--- src/rtl/multi_edge_detector.sv ---
// multi_edge_detector
//   WIDTH independent edge-detect channels. Each channel synchronises its raw
//   input, optionally debounces it, and reports the edges selected by its mode
//   as one-cycle strobes plus a sticky pending flag that software clears.
//
//   Optional feature macro: EDGE_DEBOUNCE_EN
//     undefined : the synchroniser output is accepted directly
//     defined   : a change must persist for DB_CYCLES enabled cycles first
//
//   Ports
//     MHz10       in   system clock
//     rst         in   synchronous active-high reset
//     en          in   sample enable (low freezes sampling, pulses forced low)
//     in          in   [WIDTH]   raw channel inputs
//     mode        in   [2*WIDTH] per-channel edge select, bits [2i+1:2i]
//                      00 off, 01 rising, 10 falling, 11 both
//     clr         in   [WIDTH]   per-channel pending clear
//     pulse       out  [WIDTH]   one-cycle edge strobes
//     pending     out  [WIDTH]   sticky event flags
//     any_pending out  OR of pending

module med_lane #(
  parameter int SYNC_STAGES = 2,
  parameter int DB_CYCLES   = 4
) (
  input  logic       clk_i,
  input  logic       rst_i,
  input  logic       en_i,
  input  logic       in_i,
  input  logic [1:0] mode_i,
  input  logic       clr_i,
  output logic       pulse_o,
  output logic       pending_o
);

  logic [SYNC_STAGES-1:0] sync_q, sync_d;
  logic                   stable_q, stable_d;
  logic                   pulse_q, pulse_d;
  logic                   pending_q, pending_d;
  logic                   sync_w, diff_w, accept_w;

  assign sync_w = sync_q[SYNC_STAGES-1];
  assign diff_w = sync_w ^ stable_q;

  // Shift toward the MSB; the MSB is the synchronised value.
  always_comb begin
    sync_d = sync_q;
    if (en_i) sync_d = (sync_q << 1) | SYNC_STAGES'(in_i);
  end

`ifdef EDGE_DEBOUNCE_EN
  localparam int CW = $clog2(DB_CYCLES + 1);
  logic [CW-1:0] cnt_q, cnt_d;

  // The count says how many enabled cycles the difference has already
  // persisted; acceptance happens on the DB_CYCLES-th consecutive cycle.
  always_comb begin
    cnt_d    = cnt_q;
    accept_w = 1'b0;
    if (en_i) begin
      if (!diff_w) begin
        cnt_d = '0;
      end else if (cnt_q == CW'(DB_CYCLES - 1)) begin
        accept_w = 1'b1;
        cnt_d    = '0;
      end else begin
        cnt_d = cnt_q + 1'b1;
      end
    end
  end

  always_ff @(posedge clk_i) begin
    if (rst_i) cnt_q <= '0;
    else       cnt_q <= cnt_d;
  end
`else
  assign accept_w = en_i & diff_w;
`endif

  // stable follows every accepted edge even when the mode is off, so turning
  // a mode on later never reports a stale transition.
  always_comb begin
    stable_d  = accept_w ? sync_w : stable_q;
    pulse_d   = accept_w & (sync_w ? mode_i[0] : mode_i[1]);
    // A new event outranks a clear in the same cycle.
    pending_d = (pending_q & ~clr_i) | pulse_d;
  end

  always_ff @(posedge clk_i) begin
    if (rst_i) begin
      sync_q    <= '0;
      stable_q  <= 1'b0;
      pulse_q   <= 1'b0;
      pending_q <= 1'b0;
    end else begin
      sync_q    <= sync_d;
      stable_q  <= stable_d;
      pulse_q   <= pulse_d;
      pending_q <= pending_d;
    end
  end

  assign pulse_o   = pulse_q;
  assign pending_o = pending_q;

endmodule

module multi_edge_detector #(
  parameter int WIDTH       = 4,
  parameter int SYNC_STAGES = 2,
  parameter int DB_CYCLES   = 4
) (
  input  logic                 MHz10,
  input  logic                 rst,
  input  logic                 en,
  input  logic [WIDTH-1:0]     in,
  input  logic [2*WIDTH-1:0]   mode,
  input  logic [WIDTH-1:0]     clr,
  output logic [WIDTH-1:0]     pulse,
  output logic [WIDTH-1:0]     pending,
  output logic                 any_pending
);

  for (genvar i = 0; i < WIDTH; i++) begin : g_lane
    med_lane #(
      .SYNC_STAGES (SYNC_STAGES),
      .DB_CYCLES   (DB_CYCLES)
    ) u_lane (
      .clk_i     (MHz10),
      .rst_i     (rst),
      .en_i      (en),
      .in_i      (in[i]),
      .mode_i    (mode[2*i+1:2*i]),
      .clr_i     (clr[i]),
      .pulse_o   (pulse[i]),
      .pending_o (pending[i])
    );
  end

  assign any_pending = |pending;

endmodule
--- config.mk ---
export PLATFORM = sky130hd
export DESIGN_NAME = multi_edge_detector
export DESIGN_NICKNAME = d
export VERILOG_FILES = /design/src/rtl/multi_edge_detector.sv
export SDC_FILE = /design/constraint.sdc
export NUM_CORES = 1
export LEC_CHECK = 0
export CAP_MARGIN = 20
export CORE_ASPECT_RATIO = 0.75
export CORE_MARGIN = 2
export CORE_UTILIZATION = 38
export CTS_CLUSTER_SIZE = 10
export DETAILED_ROUTE_END_ITERATION = 10
export HOLD_SLACK_MARGIN = 0.12
export PLACE_DENSITY = 0.72
export SYNTH_ARGS = -nofsm -noshare
export SYNTH_HDL_FRONTEND = slang
export SYNTH_SLANG_ARGS = --single-unit
--- constraint.sdc ---
create_clock -name MHz10 -period 1 [get_ports MHz10]
set_clock_uncertainty 0.1 [all_clocks]
set_input_delay 0.15 -clock MHz10 [delete_from_list [all_inputs] [get_ports MHz10]]
set_output_delay 0.15 -clock MHz10 [all_outputs]
set_load 0.05 [all_outputs]
==> flow_metrics.tcl <==
set metrics [dict create \
    swShare_pct 22.0 \
    drt-initial-drc-count 2 \
    dpl_worst_slack_ps -334 \
    cp.required_ps 750 \
    setup_viol 10 \
    rsz0062_at_grt "true" \
    intPower_uw 1100 \
    synth_warnings 0 \
    first_pass_iters 2 \
    avgSynthCellArea_um2 10.3 \
    core_um2 2000 \
    drc 0 \
    p_sw_uw 311 \
    die_y_um 43.6 \
    synthMuxAreaShare_pct 15.1 \
    viasPerCell 4.71 \
    synth_fa_ha_area_share_pct 0 \
    grt_pass1_vias 587 \
    dp_hpwl_um 1200 \
    worstSetupStartpoint "g_lane[0].u_lane.pending_o" \
    start_util_pct 39.8 \
    diodes 0 \
    tightestPinTransition_ps 150 \
    grtUsageTotal_pct 14.5 \
    wl_per_cell_um 12.8 \
    maxSlewViolCount 0 \
    antenna_left 0 \
    synth_simple_gate_area_share_pct 17.8 \
    synthesis.nets 96 \
    power_frac_clock_pct 25.0 \
    seq_power_share_pct 58.8 \
    syn_inst 77 \
    num_vias 626 \
    fmax_mhz 637 \
    p_leak_uw 0.000577 \
    hp-class "primary input to flip-flop" \
    insertion_delay_ps 290 \
    crit_arrival_ps 1320 \
    grtUsageMet1_pct 16.3 \
    top_usage_layer "met2" \
    gp_congestion 0.738 \
    die_area_um2 2480 \
    drive_gt1_share_pct 33.9 \
    fin_nets 130 \
    setup_tns_ps -1270 \
    powerDensity_nw_per_um2 1100 \
    synth_top_family_by_area "simple AND/OR/NAND/NOR gates" \
    numCtsBuffers 3 \
    vdd_drop_max_mv 1.17 \
    slew_headroom_pct 89.7 \
    post-route-min-period_ps 1570 \
    use_met2_pct 25.6 \
    ys_seq_area_share_pct 50.3 \
    p_comb_share_pct 16.2 \
    finalWorstSetupSlack_ps -570 \
    clockRootBuffer "clkbuf_4" \
    start_kind "flip-flop" \
    worst-setup-path-type "flip-flop to primary output" \
    cts_tree "built" \
    grt_max_degree 11 \
    ctsHtreeMaxLevel 1 \
    totalWireLength_um 1700 \
    grt_pass1_wl_um 2700 \
    r2r_start "g_lane[0].u_lane.pending_o" \
    rows 14 \
    pin_count 28 \
    io_buffers 27 \
    grt_overflow_total 0 \
    synth_cell_type_count 12 \
    synth_seq_cells 20 \
    antenna_found_initial 0 \
    violations "setup timing" \
    clock_path_buffers 2 \
    hold_viol 0 \
    crit_fanout 2 \
    cts_hold_buf 0 \
    cp-end-kind "primary output" \
    synth_compound_area_share_pct 6.29 \
    fin_crit_sh_pct 157 \
    status "finished, violations left" \
    max-cap-violations 0 \
    holdCritStartpoint "en" \
    area_delta_synth_final_pct 61.6 \
    die_x_um 56.8 \
    synthesis.area_um2 796 \
    cts_sinks 20 \
    synth_xor_area_share_pct 0 \
    path_clk_slew_ps 90 \
    grtUsageMet3_pct 6.27 \
]
-- power groups by stage --
stage                     Combinational (uW)  Sequential (uW)  Clock, uW
after global placement                   203              848          0
after floorplan                         95.0              846          0
after CTS                                227              832        361
after detailed placement                 206              850          0
after global routing                     244              836        418
final                                    230              832        354
-- final timing paths --
check	end	slack (ps)	depth (start not counted)
worst min register to register	g_lane[2].u_lane.sync_q[0]	410	2
worst max-delay path	any_pending	-570	2
worst min-delay path	g_lane[3].u_lane.pulse_o	360	4
worst max register to register	g_lane[0].u_lane.pending_o	-20	4
-- state kept, by name (all words and copies together), names as in the netlist --
register and cells:
g_lane.u_lane.sync_q 8, g_lane.u_lane.pending_o 4, g_lane.u_lane.pulse_o 4, g_lane.u_lane.stable_q 4
-- worst max-delay path, stage by stage, from the launching register on --
cell	delay [ps]
dfxtp_2	330
or4_4	530
buf_6	170
-- final cells by class --
class                           count  area [um2]
Fill cell                         168         711
Timing Repair Buffer               40         500
Sequential cell                    20         410
Multi-Input combinational cell     46         323
Tap cell                           24        30.0
Clock buffer                        3        22.5
-- logic make-up after synthesis --
family                 after synthesis
muxes                               12
AOI/OAI and AO/OA                    8
and+or+nand+nor                     26
buffers and inverters               11
DFF                                 20
-- stage by stage --
step | hold WS (ps) | utilization, % | cells | power, uW | instance area (um2)
6_report | 355 | 64.4 | 133 | 1420 | 1290
5_1_grt | 340 | 64.4 | 133 | 1500 | 1290
4_1_cts | 352 | 62.3 | 129 | 1420 | 1240
3_5_place_dp | 387 | 58.4 | 125 | 1060 | 1170
3_3_place_gp | 374 | 58.4 | 125 | 1050 | 1170
2_1_floorplan | 197 | - | 77 | 941 | 800
-- layer usage --
layer  vias to the layer above  part of all wire (%)
met4                         0                     0
met3                         0                   6.7
met5                         -                     0
li1                        320                     -
met1                       285                    42
met2                        21                    51
-- placed cells by master (no fill, tap or decap), drive strengths merged --
cell           netlist  routed
a21o                 4       4
a21oi                4       4
buf                 10      21
bufbuf               0       1
clkbuf               1       3
clkdlybuf4s50        0      17
dfxtp               20      20
dlygate4sd2          0       1
mux2i               12      12
nand2b               1       1
nand3b               8       8
nor2                16      16
or4                  1       1
-- cell usage after synthesis, drive strengths merged --
master	instances	area share, %
dfxtp	20	50
nor2	16	7.5
mux2i	12	15
buf	10	10
nand3b	8	7.5
a21o	4	3.8
a21oi	4	2.5
clkbuf	1	0.47
nand2b	1	1.7
or4	1	0.94
-- repair_timing --
item                                    CTS  global route
resized for setup                        12             4
endpoints found under the setup margin   14            11
cloned                                    1             0
buffers inserted                          0             4
(Power assumes the default switching activity.)
